--- src/rtl/seg7_scan_controller.sv ---
// rtl/seg7_scan_controller.sv - 4-digit 7-segment scan controller with inter-digit blanking
// Drives the nibble mux select, latches the returned nibble and emits registered anodes/segments.
module seg7_scan_controller #(
  parameter int REFRESH_DIV  = 100000,
  parameter int BLANK_CYCLES = 1000,
  parameter int CNT_W        = 17
) (
  input  logic       clk_i,
  input  logic       resetn_i,
  input  logic       enable_i,
  input  logic [3:0] digit_mask_i,
  input  logic [3:0] dp_i,
  input  logic [3:0] nibble_i,
  output logic [1:0] sel_o,
  output logic [3:0] an_o,
  output logic [6:0] seg_o,
  output logic       dp_o,
  output logic       frame_done_o
);

  typedef enum logic [1:0] {IDLE, BLANK, SHOW} state_t;

  localparam logic [CNT_W-1:0] BLANK_LAST = CNT_W'(BLANK_CYCLES - 1);
  localparam logic [CNT_W-1:0] SHOW_LAST  = CNT_W'(REFRESH_DIV - 1);
  localparam logic [CNT_W-1:0] CNT_ONE    = CNT_W'(1);

  state_t           state_q;
  logic [CNT_W-1:0] cnt_q;
  logic [1:0]       sel_q;
  logic [3:0]       an_q;
  logic [6:0]       seg_q;
  logic             dp_q;
  logic             frame_done_q;
  logic [3:0]       nib_q;
  logic             dpl_q;
  logic [3:0]       show_an;

  function automatic logic [6:0] decode(input logic [3:0] nib);
    case (nib)
      4'h0: decode = 7'h40;
      4'h1: decode = 7'h79;
      4'h2: decode = 7'h24;
      4'h3: decode = 7'h30;
      4'h4: decode = 7'h19;
      4'h5: decode = 7'h12;
      4'h6: decode = 7'h02;
      4'h7: decode = 7'h78;
      4'h8: decode = 7'h00;
      4'h9: decode = 7'h10;
      4'hA: decode = 7'h08;
      4'hB: decode = 7'h03;
      4'hC: decode = 7'h46;
      4'hD: decode = 7'h21;
      4'hE: decode = 7'h06;
      default: decode = 7'h0E;
    endcase
  endfunction

  // Mask is re-sampled every SHOW cycle so a digit can be blanked without waiting a frame.
  always_comb begin
    show_an = 4'hF;
    if (digit_mask_i[sel_q]) show_an = ~(4'b0001 << sel_q);
  end

  always_ff @(posedge clk_i) begin
    if (!resetn_i) begin
      state_q      <= IDLE;
      cnt_q        <= '0;
      sel_q        <= 2'd0;
      an_q         <= 4'hF;
      seg_q        <= 7'h7F;
      dp_q         <= 1'b1;
      frame_done_q <= 1'b0;
      nib_q        <= 4'h0;
      dpl_q        <= 1'b0;
    end else begin
      frame_done_q <= 1'b0;
      if (!enable_i) begin
        state_q <= IDLE;
        cnt_q   <= '0;
        an_q    <= 4'hF;
        seg_q   <= 7'h7F;
        dp_q    <= 1'b1;
      end else begin
        case (state_q)
          IDLE: begin
            state_q <= BLANK;
            cnt_q   <= '0;
            an_q    <= 4'hF;
            seg_q   <= 7'h7F;
            dp_q    <= 1'b1;
          end
          BLANK: begin
            if (cnt_q == BLANK_LAST) begin
              nib_q   <= nibble_i;
              dpl_q   <= dp_i[sel_q];
              state_q <= SHOW;
              cnt_q   <= '0;
              an_q    <= show_an;
              seg_q   <= decode(nibble_i);
              dp_q    <= ~dp_i[sel_q];
            end else begin
              cnt_q <= cnt_q + CNT_ONE;
            end
          end
          SHOW: begin
            if (cnt_q == SHOW_LAST) begin
              sel_q        <= sel_q + 2'd1;
              state_q      <= BLANK;
              cnt_q        <= '0;
              an_q         <= 4'hF;
              seg_q        <= 7'h7F;
              dp_q         <= 1'b1;
              frame_done_q <= (sel_q == 2'd3);
            end else begin
              cnt_q <= cnt_q + CNT_ONE;
              an_q  <= show_an;
              seg_q <= decode(nib_q);
              dp_q  <= ~dpl_q;
            end
          end
          default: begin
            state_q <= IDLE;
            cnt_q   <= '0;
          end
        endcase
      end
    end
  end

  assign sel_o        = sel_q;
  assign an_o         = an_q;
  assign seg_o        = seg_q;
  assign dp_o         = dp_q;
  assign frame_done_o = frame_done_q;

endmodule
--- config.mk ---
export PLATFORM = sky130hd
export DESIGN_NAME = seg7_scan_controller
export DESIGN_NICKNAME = d
export VERILOG_FILES = /design/src/rtl/seg7_scan_controller.sv
export SDC_FILE = /design/constraint.sdc
export NUM_CORES = 1
export LEC_CHECK = 0
export BUFFER_PORTS_ARGS = -buffer_cell sky130_fd_sc_hd__buf_2
export CAP_MARGIN = 40
export CORE_MARGIN = 3
export CORE_UTILIZATION = 50
export DETAILED_ROUTE_END_ITERATION = 12
export GPL_ROUTABILITY_DRIVEN = 0
export PLACE_DENSITY_LB_ADDON = 0.25
export SYNTH_ARGS = -nofsm -noshare
export SYNTH_HDL_FRONTEND = slang
export SYNTH_SLANG_ARGS = --single-unit
--- constraint.sdc ---
create_clock -name clk_i -period 3.2 [get_ports clk_i]
set_input_delay 0.16 -clock clk_i [delete_from_list [all_inputs] [get_ports clk_i]]
set_output_delay 0.16 -clock clk_i [all_outputs]
set_load 0.1 [all_outputs]
# Yosys cells after proc, flatten, opt, wreduce, memory -nomap -nowiden
# Memory sizes are Yosys's and may differ from the RTL's. A register that Yosys moved wholly into a read port is not among the register bits.
# Index checks and enable logic that the tools add are counted.
# W data, S select, Z words.
[totals]
reg_bits = 39
mem_bits_ro = 224
input_bits = 15
out_inout_bits = 15
elab_cells = 55
mem_count = 2
[op_classes]
addsub = 2
magnitude_cmp = 1
eq_ne = 7
n_shift = 1
mux = 22
bitwise_logic = 3
n_reduce_logical = 8
[memory_table]
columns = ["name", "words", "word_bits", "read_ports", "rd_ports_with_merged_regs", "wr", "line", "text"]
rows = [
  ["(no name shown)", 16, 7, 1, 0, 0, "39", "case (nib)"],
  ["(no name shown)", 16, 7, 1, 1, 0, "39", ""],
]
[ops]
columns = ["operator", "n"]
rows = [
  ["$mux W17", 2],
  ["$pmux W17 S2", 1],
  ["$pmux W7 S3", 1],
  ["$mux W4", 5],
  ["$add A17 B1 Y17 const B", 1],
  ["$eq A17 B10 Y1 const B", 1],
  ["$eq A17 B17 Y1 const B", 1],
  ["$mux W7", 2],
  ["$pmux W4 S3", 1],
  ["$pmux W2 S3", 1],
  ["$reduce_and A2 Y1", 3],
  ["$reduce_and A3 Y1", 2],
  ["$bmux W1 S2", 2],
  ["$eq A2 B2 Y1 const B", 2],
  ["$mux W1", 4],
  ["$mux W2", 2],
  ["$ne A2 B2 Y1 const B", 2],
  ["$not A4 Y4", 1],
  ["$reduce_and A4 Y1", 1],
  ["$shl A1 B2 Y4 const A", 1],
  ["$lt A2 B3 Y1 const B", 1],
  ["$pmux W1 S3", 1],
  ["$reduce_bool A3 Y1", 1],
  ["$add A2 B1 Y2 const B", 1],
  ["3 further kinds", 4],
]

# Longest topological paths before layout
# Gate-level depths: netlist (run 1).
[logic_depth]
word_depth = 5
ltp_mapped = 13
depth_no_buf = 11

# Least setup slack after synthesis (run 1)
# No wires, ideal clock.
[synth_timing]
kind = "reg2reg"
start = "reg cnt_q[0]"
end = "reg with a tool-made name"
setup_time_ps = 127
arrival_time_ps = 2637
setup_slack_ps = 436
stages_incl_launch_ff = 14
n_path_buf = 2
period_less_slack_ps = 2764
path_cell_list = "dfxtp_1 ha_1 nor4bb_2 and3_1 buf_4 and3_1 buf_6 mux2_4 and2_1 ha_1 a21oi_1 nand2_1 a32oi_1 a21oi_1"
[synth_lines]
columns = ["item", "line", "text"]
rows = [
  ["from (decl)", "28", "logic [CNT_W-1:0] cnt_q;"],
  ["from (signal assigned)", "103", "cnt_q <= cnt_q + CNT_ONE;"],
  ["from (signal assigned)", "116", "cnt_q <= cnt_q + CNT_ONE;"],
]

==> out/summary.md, run 1 <==
At the pin with the least slew margin, the transition time is 0.730 ns. The number of buffers added on ports is 29. The global routing stage identified its most utilized layer as met2.

The tools report the leakage power figure as 0.00120 uW. Of the total power, the clock network draws 33.5%. Across the run, the number of max-cap violations was 0. The tools report the number of nets in the finished design as 356.

Kind of path behind the tightest hold check: in2reg. The endpoint class of the critical path is a flop. Final worst setup slack: 0.195 ns.

The initial cell density of the core was 53.5%; the number of diodes added for antenna fixing was 0. Adder-cell area share of the yosys netlist: 10.5%. The critical path goes through ha_2 -> nor4bb_4 -> and3_4 -> and3_1 -> mux2_4 -> and2_1 -> ha_1 -> a21oi_1 -> nand2_1 -> a32oi_1 -> a21oi_1. In the global route stage, met2 resource usage came out at 29.5%. The worst-case IR drop observed on VDD is 197 uV.

The I/O pin total is 30, and the part of the cycle the worst path needs is 93.9%. From synthesis to final layout, the design area changed by 10.5%. Register clock-pin slew on the reported worst setup and hold paths: 0.08 ns. STA puts the critical path data arrival time at 3.18 ns. The die covers 0.00616 mm^2.

The synthesized netlist cell count was 294; the xor and xnor area share after synthesis was 5.34%. The via count of the first global-routing pass is 1,966, and the length of the first detailed-routing pass in iterations is 4. The tools report the relative slew slack as 51.0%. The share of the Yosys chip area taken by registers is 35.1%. In this run the post-CTS setup repair buffer count came out at 0. The post-route cell area was 0.00290 mm^2; the TritonCTS buffer count was 5. Clock latency on the worst-skew pair: 0.30 ns. TritonCTS built the clock tree. The worst setup path is of the reg2reg kind. In the global route stage, met3 resource usage came out at 4.13%. Summed over all layers, the global routing overflow is 0.

The share of total power in sequential cells is 56.4%, and the post-detailed-route wirelength per cell is 14.2 um. The post-synthesis simple-gate area fraction came out at 21.8%. The routed layout has 2,149 vias. The largest fanout on the critical path was 6; the setup TNS was 0 ns.

The run gives 264 uW as the net switching power. Power spread over the standard cell area amounts to 354 mW/mm^2. The final critical path time including I/O delays and setup is 3.00 ns. The count of nets left with antenna violations once routing finished came out at 0. Dividing the synthesized area by the synthesized cell count gives 8.93 um^2.

The first global-routing pass estimated 9090 um of wire. In this run the standard cell core region covers 0.00491 mm^2. The largest single stage delay on the critical path is 0.38 ns. The cell at the slowest stage of the critical path is sky130_fd_sc_hd__dfxtp_1. Summing the areas of all compound-gate instances in the mapped netlist gives 16.3% of the synthesized area. The run gives 0 as the number of setup violations in the final report. The number of core rows was 25.

The unique cell type count in the Yosys netlist is 57, and the violation count after the first detailed-route iteration is 125. Total design power: 1030 uW. In this run, the combinational gates consume 10.1% of the power. Counting flops with a built-in enable in the synthesized netlist gives 0. The mux contribution to synthesized area is 5.05%. For the internal cell power, the log shows 762 uW.

For the hold violation total from the final report, the log shows 0. The overall fraction of global-route tracks in use is 18.3%. Library cell used as clock root buffer: sky130_fd_sc_hd__clkbuf_8. The combined buffer and inverter count along the critical path works out to 0. The kind of launch point of the worst setup path is a flop. The slack of the worst reg-to-reg path was 0.20 ns; the max-slew violation count was 0. The run gives 0 as the number of warning messages in the yosys log. The number of nets handed over by synthesis was 331. The run finished with clean final reports.

The most numerous cell type found on the critical path is sky130_fd_sc_hd__a21oi_1. Entering global routing, the biggest net connects 19 pins. In the routed layout, each cell is associated on average with a via count of 5.55. The DRC violation count after routing was 0; the worst-case clock buffer depth was 2. The data required time of the critical path was 3.37 ns; the switching fraction of total power was 25.7%. By area, the combinational part of the netlist is dominated by simple AND/OR/NAND/NOR gates. OpenSTA, run right after detailed placement, puts the worst setup slack at 0.258 ns. Once detailed placement completed, the half-perimeter wirelength came to 3990 um. The run gives 5490 um as the sum of routed wire length over all layers. Overall die width: 78.5 um. The clock drives 46 sinks. Counting flops with an async set or reset pin after synthesis yields a share of 0%.

Static timing analysis puts the maximum clock frequency at 333 MHz. The tools report the instance area at placement as 0.00280 mm^2. Cells with a size suffix above 1 make up 16.3% of the layout. The run gives 0 as the number of antenna violations at the first check in global routing. On the critical path the largest part of the delay comes from simple AND/OR/NAND/NOR gates. Among all flip-flop cells after synthesis, the most frequent one is sky130_fd_sc_hd__dfxtp_1.

The clock arrives with 0.0105 ns of skew. For this run, global-route usage on met1 was measured as 24.1%. The height of the chip came out at 78.5 um. Synthesis inferred 46 register bits. The H-tree was split into 2 levels. The cell area that synthesis handed to floorplanning was 0.00263 mm^2.
==> stage by stage <==
| stage | utilization (%) | hold slack, ns | cells |
|---|---|---|---|
| final | 59.1 | 0.204 | 387 |
| after global routing | 59.1 | 0.225 | 387 |
| after CTS | 58.8 | 0.194 | 387 |
| after detailed placement | 57.0 | 0.454 | 379 |
| after global placement | 57.0 | 0.445 | 379 |
| after floorplan | - | 0.282 | 294 |
==> cells in the final DEF, fill, tap and decap left out, types with 2 or more instances in the layout <==
cell	count
sky130_fd_sc_hd__dfxtp_1	46
sky130_fd_sc_hd__nor2_1	29
sky130_fd_sc_hd__buf_2	29
sky130_fd_sc_hd__inv_1	25
sky130_fd_sc_hd__ha_1	21
sky130_fd_sc_hd__nand2_1	19
sky130_fd_sc_hd__nand3_1	14
sky130_fd_sc_hd__a21oi_1	14
sky130_fd_sc_hd__o22a_1	12
sky130_fd_sc_hd__xor2_1	10
sky130_fd_sc_hd__and3_1	8
sky130_fd_sc_hd__nand4_1	6
sky130_fd_sc_hd__xnor2_1	6
sky130_fd_sc_hd__mux2i_1	5
sky130_fd_sc_hd__nand2b_1	5
sky130_fd_sc_hd__o21ai_0	5
sky130_fd_sc_hd__clkbuf_8	5
sky130_fd_sc_hd__and2_1	4
sky130_fd_sc_hd__nor3_1	3
sky130_fd_sc_hd__o22ai_1	3
sky130_fd_sc_hd__or3_1	3
sky130_fd_sc_hd__mux4_2	3
sky130_fd_sc_hd__a22o_1	3
sky130_fd_sc_hd__and3b_1	2
sky130_fd_sc_hd__o21ai_1	2
sky130_fd_sc_hd__a211oi_1	2
sky130_fd_sc_hd__a31oi_1	2
sky130_fd_sc_hd__a32o_1	2
==> power groups by stage <==
stage                     clock network [uW]  logic, uW  registers [uW]
final                                    344        103             579
after detailed placement                   0        103             593
after global placement                     0        102             592
after CTS                                352        103             579
after floorplan                            0       48.8             620
after global routing                     375        111             580
==> synthesized netlist by cell type (3+ instances only) <==
cell                       count  area [um^2]
sky130_fd_sc_hd__nor3_1        3         15.0
sky130_fd_sc_hd__and3_1        9         56.3
sky130_fd_sc_hd__clkbuf_1      4         15.0
sky130_fd_sc_hd__ha_1         22          275
sky130_fd_sc_hd__nor2_1       29          109
sky130_fd_sc_hd__and2_1        4         25.0
sky130_fd_sc_hd__dfxtp_1      46          921
sky130_fd_sc_hd__inv_1        25         93.8
sky130_fd_sc_hd__o22ai_1       3         18.8
sky130_fd_sc_hd__a22o_1        3         26.3
sky130_fd_sc_hd__mux2i_1       5         50.1
sky130_fd_sc_hd__buf_2         5         25.0
sky130_fd_sc_hd__nand4_1       6         37.5
sky130_fd_sc_hd__nand2_1      19         71.3
sky130_fd_sc_hd__o21ai_0       5         25.0
sky130_fd_sc_hd__nand3_1      14         70.1
sky130_fd_sc_hd__or3_1         3         18.8
sky130_fd_sc_hd__xor2_1       10         87.6
sky130_fd_sc_hd__xnor2_1       6         52.6
sky130_fd_sc_hd__a21oi_1      14         70.1
sky130_fd_sc_hd__nand2b_1      5         31.3
sky130_fd_sc_hd__o22a_1       12          105
sky130_fd_sc_hd__mux4_2        3         67.6
==> worst reg2reg max path: cells and delay by family, from the launching register on <==
| kind | cells | cell delay, ns |
|---|---|---|
| AO/OA/AOI/OAI | 3 | 0.51 |
| adder cells (fa/ha/maj) | 2 | 0.59 |
| flip-flops | 1 | 0.38 |
| multiplexers | 1 | 0.32 |
| AND/OR/NAND/NOR | 5 | 1.08 |
==> per-layer routing <==
layer | up-vias | share of wire (%) | routed length [um]
met5 | - | 0 | 0
met4 | 0 | 1.9 | 102
met3 | 11 | 6.8 | 372
met2 | 76 | 45 | 2490
met1 | 986 | 46 | 2520
li1 | 1076 | - | -
==> worst paths after layout <==
check	depth (start not counted)	start	end
setup / recovery	11	cnt_q[0]$_SDFF_PN0_	flop
hold / removal	2	resetn_i	nib_q[1]$_SDFFE_PN0P_
setup reg to reg	11	cnt_q[0]$_SDFF_PN0_	flop
hold reg to reg	2	dpl_q$_SDFFE_PN0P_	dpl_q$_SDFFE_PN0P_
==> final cells by class <==
class	count	area [um^2]
inverters	25	93.8
fillers	451	2010
repair buffers	30	153
well taps	67	83.8
clock inverters	2	13.8
multi-input cells	211	1570
flip-flops and latches	46	921
clock buffers	6	72.6
==> logic make-up after synthesis <==
group / count (synthesis)
multiplexers: 9
AO/OA/AOI/OAI: 58
buffers and inverters: 37
AND/OR/NAND/NOR: 106
adder cells (fa/ha/maj): 22
flip-flops: 46
XOR/XNOR: 16
==> timing repair <==
action,CTS,global route
setup endpoints to repair,0,1
resized for setup,0,4
hold buffers,0,0
No activity file was read; power rests on OpenSTA's default activity.
==> inputs of run 2 (changes only) <==
Clock period 3.2 ns to 3.6 ns, I/O delays scaled along.
==> out/summary.md, run 2 (synthesis results as in run 1) <==
The run finished with clean final reports. The overall die width came out at 78.5 um (unchanged). The die footprint was 0.00616 mm^2 (unchanged).

The relative slew slack came out at 51.0% (about the same). The run gives 0 (unchanged) as the number of buffers inserted by hold repair at cts. The instance area at placement came out at 0.00279 mm^2 (-0.27%). The per-cell via count in the routed design came out at 5.57 (+0.26%). The tools report the post-route cell area as 0.00288 mm^2 (-0.65%). The largest fanout on the critical path works out to 6 (unchanged).

In the layout the commonest cells are 46 x sky130_fd_sc_hd__dfxtp_1, 29 x sky130_fd_sc_hd__nor2_1, 29 x sky130_fd_sc_hd__buf_2, 25 x sky130_fd_sc_hd__inv_1, 22 x sky130_fd_sc_hd__ha_1. The DRC violation count after routing was 0 (unchanged); the actual slew at the worst max-slew pin was 0.730 ns (+0.000338 ns). The tools report the number of diodes added for antenna fixing as 0 (unchanged). The setup path with the least slack is of type reg2reg. The logs give 3.27 ns (+0.09 ns) for the critical path data arrival time and 2,149 (unchanged) for the total via count after detailed routing. The global-route wire length before repair came out at 9250 um (+1.8%).

The number of routed nets with antenna violations came out at 0 (unchanged). The initial cell density of the core was 53.5% (unchanged). The synthesis-to-finish area growth is 9.81%, and the final global-route overflow total is 0 (unchanged). The sum of routed wire length over all layers is 5290 um (-3.6%), and the leakage power figure is 0.00120 uW (+0.24%). The tools report the core area as 0.00491 mm^2 (unchanged). Leaving out fill and tap cells, the most frequent cell in the layout is sky130_fd_sc_hd__dfxtp_1. The tools report the setup TNS as 0 ns (unchanged). The count of buffers added by post-CTS timing repair for setup is 0 (unchanged), and the number of antenna violations at the first check in global routing is 0 (unchanged).

For the hold violation total from the final report, the log shows 0 (unchanged). The length of the first detailed-routing pass in iterations was 5 (+1). The run gives 3950 um (-1.1%) as the post-detailed-placement half-perimeter wirelength.

The worst setup path is captured at a flop. The tools report the kind of launch point of the worst setup path as a flop. The number of core rows came out at 25 (unchanged).

The overall fraction of global-route tracks in use is 18.5% (+0.20 points), and the I/O pin total is 30 (unchanged). The number of max-cap violations was 0 (unchanged); the register clock-pin slew on the reported worst setup and hold paths was 0.08 ns (about the same). The share of post-route cells with drive strength above 1 works out to 15.4% (-0.89 points).

The final critical path time including I/O delays and setup was 3.09 ns (+0.0858 ns); the via count of the first global-routing pass was 2,053 (+4.4%). The cell area power density was 321 mW/mm^2 (-9.1%). The worst ir drop on vdd came out at 151 uV (-23%).

The data required time of the critical path is 3.78 ns (+0.41 ns), and the violation count after the first detailed-route iteration is 122 (-2.4%). The post-detailed-route wirelength per cell was 13.7 um (-3.3%). The min-delay analysis places its worst path in the category in2reg. The count of cells resized by post-cts repair is 0 (unchanged), and the part of the cycle the worst path needs is 85.9% (-8.0 points). The logs give 2 (unchanged) for the CTS H-tree depth and 921 um^2 (unchanged) for the area occupied by registers. The number of buffers added on ports came out at 29 (unchanged).

The run gives 324 MHz (-2.8%) as the maximum operating frequency. The worst-case clock buffer depth is 2 (unchanged). TritonCTS built the clock tree.

The logs give 0.30 ns (about the same) for the clock latency on the worst-skew pair and 0.509 ns (+0.314 ns) for the final worst setup slack. The number of setup violations in the final report is 0 (unchanged). The logs give 5 (unchanged) for the TritonCTS buffer count and 454 (+0.67%) for the number of fillers in the final layout. The tools report the clock tree skew after final layout as 0.00836 ns (-0.00212 ns).

For the max-slew violation count, the log shows 0 (unchanged). The run gives 355 (-0.28%) as the number of nets in the finished design. Placement-stage worst setup slack: 0.566 ns (+0.308 ns). Setup repair after global routing left no endpoint under its margin. The tree is rooted in a sky130_fd_sc_hd__clkbuf_8.

The height of the chip was 78.5 um (unchanged). The logs give 46 (unchanged) for the number of clock sinks and 0.00155 mm^2 (-1.0%) for the multi-input logic area. The maximum number of pins on one net before global-route repair is 19 (unchanged).
[run 2: changes by cell type in the layout (fill, tap and decap cells not counted), sizes merged]
cell	change
buf	-1
clkbuf	+1
clkinv	-1
[run 2: cell type report]
type | instances | area share, %
Tap cell | 67 | 2.91
Clock inverter | 1 | 0.174
Clock buffer | 7 | 2.99
Inverter | 25 | 3.25
Timing Repair Buffer | 29 | 5.03
Sequential cell | 46 | 31.9
Multi-Input combinational cell | 211 | 53.7
[run 2: power by group]
group,internal (uW),switching [uW]
Combinational,28.1,63.7
Sequential,512,2.35
Clock,155,165
Total,695,231
[run 2: path summary, 6_finish.rpt]
path	to	slack [ns]	start	depth (start not counted)
max reg2reg	flop	0.51	cnt_q[0]$_SDFF_PN0_	11
max	flop	0.51	cnt_q[0]$_SDFF_PN0_	11
min	nib_q[1]$_SDFFE_PN0P_	0.22	resetn_i	2
min reg2reg	dpl_q$_SDFFE_PN0P_	0.46	dpl_q$_SDFFE_PN0P_	2
[run 2: layer usage]
layer	track usage, %	share of wire [%]	vias to the layer above
met2	30.1	44	62
met3	5.05	6.1	10
met1	24.1	48	995
met4	5.24	1.4	0
li1	-	-	1082
met5	0	0	-
[run 2: through the flow]
| step | total power (uW) | cells | util [%] | hold WS (ns) |
|---|---|---|---|---|
| 6_report | 927 | 386 | 58.7 | 0.220 |
| 4_1_cts | 935 | 386 | 58.7 | 0.223 |
| 3_5_place_dp | 618 | 378 | 56.9 | 0.450 |
| 2_1_floorplan | 594 | 294 | - | 0.302 |
| 3_3_place_gp | 617 | 378 | 56.9 | 0.443 |
| 5_1_grt | 965 | 386 | 58.7 | 0.238 |
[run 2: critical path, cell delays in order, from the launching register on]
cell and delay (ns):
sky130_fd_sc_hd__dfxtp_1 0.38, sky130_fd_sc_hd__ha_1 0.22, sky130_fd_sc_hd__nor4bb_2 0.32, sky130_fd_sc_hd__and3_1 0.31, sky130_fd_sc_hd__and3_1 0.35, sky130_fd_sc_hd__mux2_4 0.34, sky130_fd_sc_hd__and2_1 0.20, sky130_fd_sc_hd__ha_1 0.34
sky130_fd_sc_hd__a21oi_1 0.17, sky130_fd_sc_hd__nand2_1 0.07, sky130_fd_sc_hd__a32oi_1 0.21, sky130_fd_sc_hd__a21oi_1 0.06
==> inputs of run 3 (changes only) <==
Settings changed: ABC_AREA set to 1.
==> out/summary.md, run 3 <==
The tools report the count of buffers added by post-CTS timing repair for setup as 0 (unchanged). The die footprint is 0.00643 mm^2 (+4.4%), and the count of placed standard cells including taps is 477 (+26%). The unique cell type count in the Yosys netlist is 38 (-33%), and the part of the Yosys area used for sequential elements is 33.5% (-1.6 points). Among all flip-flop cells after synthesis, the most frequent one is sky130_fd_sc_hd__dfxtp_1. The height of the chip is 80.2 um (+2.2%). The number of warning messages in the yosys log is 0 (unchanged).

The library cell used as clock root buffer is sky130_fd_sc_hd__clkbuf_8. Number of buffers added on ports: 29 (unchanged). The maximum operating frequency was 416 MHz (+29%); the total nets after synthesis was 423 (+28%).

For the count of cells resized by post-cts repair, the log shows 0 (unchanged). The critical path data arrival time came out at 2.60 ns (-0.67 ns). The top cell types in the final layout, fill and taps aside, are 96 x sky130_fd_sc_hd__nand2_1, 47 x sky130_fd_sc_hd__nor2_1, 46 x sky130_fd_sc_hd__dfxtp_1, 33 x sky130_fd_sc_hd__inv_1, 29 x sky130_fd_sc_hd__buf_2. TritonCTS built the clock tree. Average instance area after synthesis: 7.13 um^2 (-20%).

The tools report the clock tree skew after final layout as 0.00895 ns (+0.000587 ns). The per-cell via count in the routed design is 5.11 (-8.3%). The tools report the number of routed nets with antenna violations as 0 (unchanged). For the number of buffers inserted by hold repair at cts, the log shows 0 (unchanged).

Core area: 0.00520 mm^2 (+6.0%). The overall die width was 80.2 um (+2.2%). The post-detailed-placement half-perimeter wirelength was 4260 um (+7.9%). The run gives 0.00295 mm^2 (+5.6%) as the instance area at placement. The TritonCTS buffer count was 5 (unchanged); the sum of routed wire length over all layers was 5530 um (+4.4%).

Proportion of register bits with asynchronous set or reset after synthesis: 0% (unchanged). Sorting the synthesized cells by how often they occur yields 96 x sky130_fd_sc_hd__nand2_1, 47 x sky130_fd_sc_hd__nor2_1, 46 x sky130_fd_sc_hd__dfxtp_1. The length of the first detailed-routing pass in iterations is 4 (-1), and the synthesis-to-finish area growth is 11.2%. The DRC violation count after routing is 0 (unchanged), and the CTS H-tree depth is 2 (unchanged). The share of post-route cells with drive strength above 1 is 15.7% (+0.34 points), and the post-route cell area is 0.00306 mm^2 (+6.1%).

The cell with the most instances after synthesis is sky130_fd_sc_hd__nand2_1. For the internal cell power, the log shows 766 uW (+10%). STA classifies the critical path endpoint as a flop. The logs give 12.1% (+2.2 points) for the portion of total power attributed to combinational logic and 0 (unchanged) for the hold violation total from the final report. The run finished with clean final reports.

Net switching power: 269 uW (+16%). The actual slew at the worst max-slew pin was 0.652 ns (-0.0778 ns); the total of flip-flops plus latches after synthesis was 46 (unchanged). By startpoint and endpoint, the worst setup path is classified as reg2reg.

The worst setup path is launched from a flop. The final critical path time including I/O delays and setup is 2.40 ns (-0.688 ns), and the worst-case clock buffer depth is 2 (unchanged). The number of setup violations in the final report was 0 (unchanged); the data required time of the critical path was 3.80 ns (+0.02 ns). The share of the synthesized area in the top cell type is 33.5% (-1.6 points).

Synthesized netlist cell count: 386 (+31%). The number of diodes added for antenna fixing was 0 (unchanged); the final global-route overflow total was 0 (unchanged). The netlist area before placement is 0.00275 mm^2 (+4.8%). Kind of path behind the tightest hold check: in2reg.

Yosys attributes the largest share of cell area to sky130_fd_sc_hd__dfxtp_1 33%, sky130_fd_sc_hd__nand2_1 13%, sky130_fd_sc_hd__ha_1 10%. The run gives 0.30 ns (about the same) as the clock latency on the worst-skew pair. The cell taking the most area after synthesis was sky130_fd_sc_hd__dfxtp_1.

The relative slew slack is 56.5% (+5.5 points), and the largest fanout on the critical path is 14 (+8). The part of the cycle the worst path needs was 66.8% (-19 points); the global-route wire length before repair was 9840 um (+6.3%). The logs give 2,297 (+12%) for the via count of the first global-routing pass and 18 (-1) for the maximum number of pins on one net before global-route repair. The overall fraction of global-route tracks in use was 18.9% (+0.43 points).

The number of core rows is 26 (+4.0%), and the setup TNS is 0 ns (unchanged). For the leakage power figure, the log shows 0.00137 uW (+14%). The run gives 0 (unchanged) as the max-slew violation count. The number of nets in the finished design is 451 (+27%), and the cell area power density is 338 mW/mm^2 (+5.2%). The logs give 338 uV (+120%) for the worst ir drop on vdd and 1.20 ns (+0.69 ns) for the slack of the worst reg-to-reg path.

The number of clock sinks is 46 (unchanged), and the total via count after detailed routing is 2,471 (+15%). The I/O pin total is 30 (unchanged). Setup repair after global routing left no endpoint under its margin.

The post-detailed-route wirelength per cell was 11.4 um (-17%). The register clock-pin slew on the reported worst setup and hold paths came out at 0.09 ns (about the same). Leaving out fill and tap cells, the most frequent cell in the layout is sky130_fd_sc_hd__nand2_1. The number of enable flip-flop cells after synthesis came out at 0 (unchanged). The switching fraction of total power was 26.0% (+1.1 points); the violation count after the first detailed-route iteration was 79 (-35%). The share of total power in sequential cells is 50.0% (-5.6 points), and the initial cell density of the core is 52.9% (-0.62 points).

The number of antenna violations at the first check in global routing is 0 (unchanged), and the number of max-cap violations is 0 (unchanged). The tools report the part of the total power dissipated in the clock network as 37.9% (+3.4 points). The run gives 484 (+25%) as the final cell count without fillers.
==> run 3: changes by cell type after synthesis, sizes merged, moves of 9 or more <==
cell   change
nor2      +21
nand2     +83
inv       +17
o22a      -11
and3       -9
nand3     +11
nor3      +12
o21ai     +16
==> run 3: stage by stage <==
stage / hold WS, ns / power [uW] / worst slack (ns) / util (%)
finish: 0.278 / 1030 / 1.20 / 58.8
CTS: 0.270 / 1050 / 1.20 / 58.8
detailed placement: 0.445 / 655 / 1.23 / 56.6
global placement: 0.431 / 654 / 1.33 / 56.6
global route: 0.295 / 1080 / 0.940 / 58.8
floorplan: 0.341 / 626 / 1.50 / -
==> run 3: cells by family after synthesis <==
logic type	count (synthesis)	synth area share (%)
AOI/OAI and AO/OA	54	12.1
xor gates and xnor gates	4	1.27
adders and majority gates	22	10.0
buffers and inverters	51	7.19
DFF	46	33.5
and+or+nand+nor	209	36.0
==> run 3: power by group through the flow <==
| stage | clock network (uW) | logic, uW | registers [uW] |
|---|---|---|---|
| 4_1_cts | 403 | 125 | 518 |
| 5_1_grt | 420 | 139 | 518 |
| 2_1_floorplan | 0 | 58.1 | 568 |
| 3_3_place_gp | 0 | 124 | 529 |
| 6_report | 392 | 125 | 517 |
| 3_5_place_dp | 0 | 125 | 530 |
==> run 3: routing by layer <==
metal,wire length (um),vias to the layer above,share of wire (%),global-route usage (%)
met2,2650,54,48,32.7
met4,75,0,1.4,6.59
met5,0,-,0,0
li1,-,1316,-,-
met1,2560,1094,46,23.0
met3,238,7,4.3,4.04
==> run 3: worst paths after layout <==
| kind | startpoint | to | cells past startpoint |
|---|---|---|---|
| max reg2reg | state_q[1]$_SDFFE_PN0P_ | flop | 11 |
| min reg2reg | cnt_q[0]$_SDFF_PN0_ | cnt_q[0]$_SDFF_PN0_ | 1 |
| max | state_q[1]$_SDFFE_PN0P_ | flop | 11 |
| min | enable_i | state_q[1]$_SDFFE_PN0P_ | 3 |
==> run 3: critical path, stage by stage (launching register included) <==
cell and delay [ns]:
sky130_fd_sc_hd__dfxtp_1 0.35, sky130_fd_sc_hd__inv_1 0.08, sky130_fd_sc_hd__ha_1 0.57, sky130_fd_sc_hd__nand4_4 0.23
sky130_fd_sc_hd__nand2_1 0.10, sky130_fd_sc_hd__nand3_1 0.23, sky130_fd_sc_hd__inv_1 0.18, sky130_fd_sc_hd__ha_1 0.24
sky130_fd_sc_hd__inv_1 0.07, sky130_fd_sc_hd__nand4_1 0.09, sky130_fd_sc_hd__nand3_1 0.09, sky130_fd_sc_hd__nand2_1 0.05
==> run 3: layout make-up <==
| class | instances | area (um^2) |
|---|---|---|
| multi-input cells | 289 | 1630 |
| fillers | 503 | 2140 |
| clock inverters | 1 | 30.0 |
| flip-flops and latches | 46 | 921 |
| clock buffers | 6 | 82.6 |
| repair buffers | 29 | 145 |
| inverters | 43 | 161 |
| well taps | 70 | 87.6 |
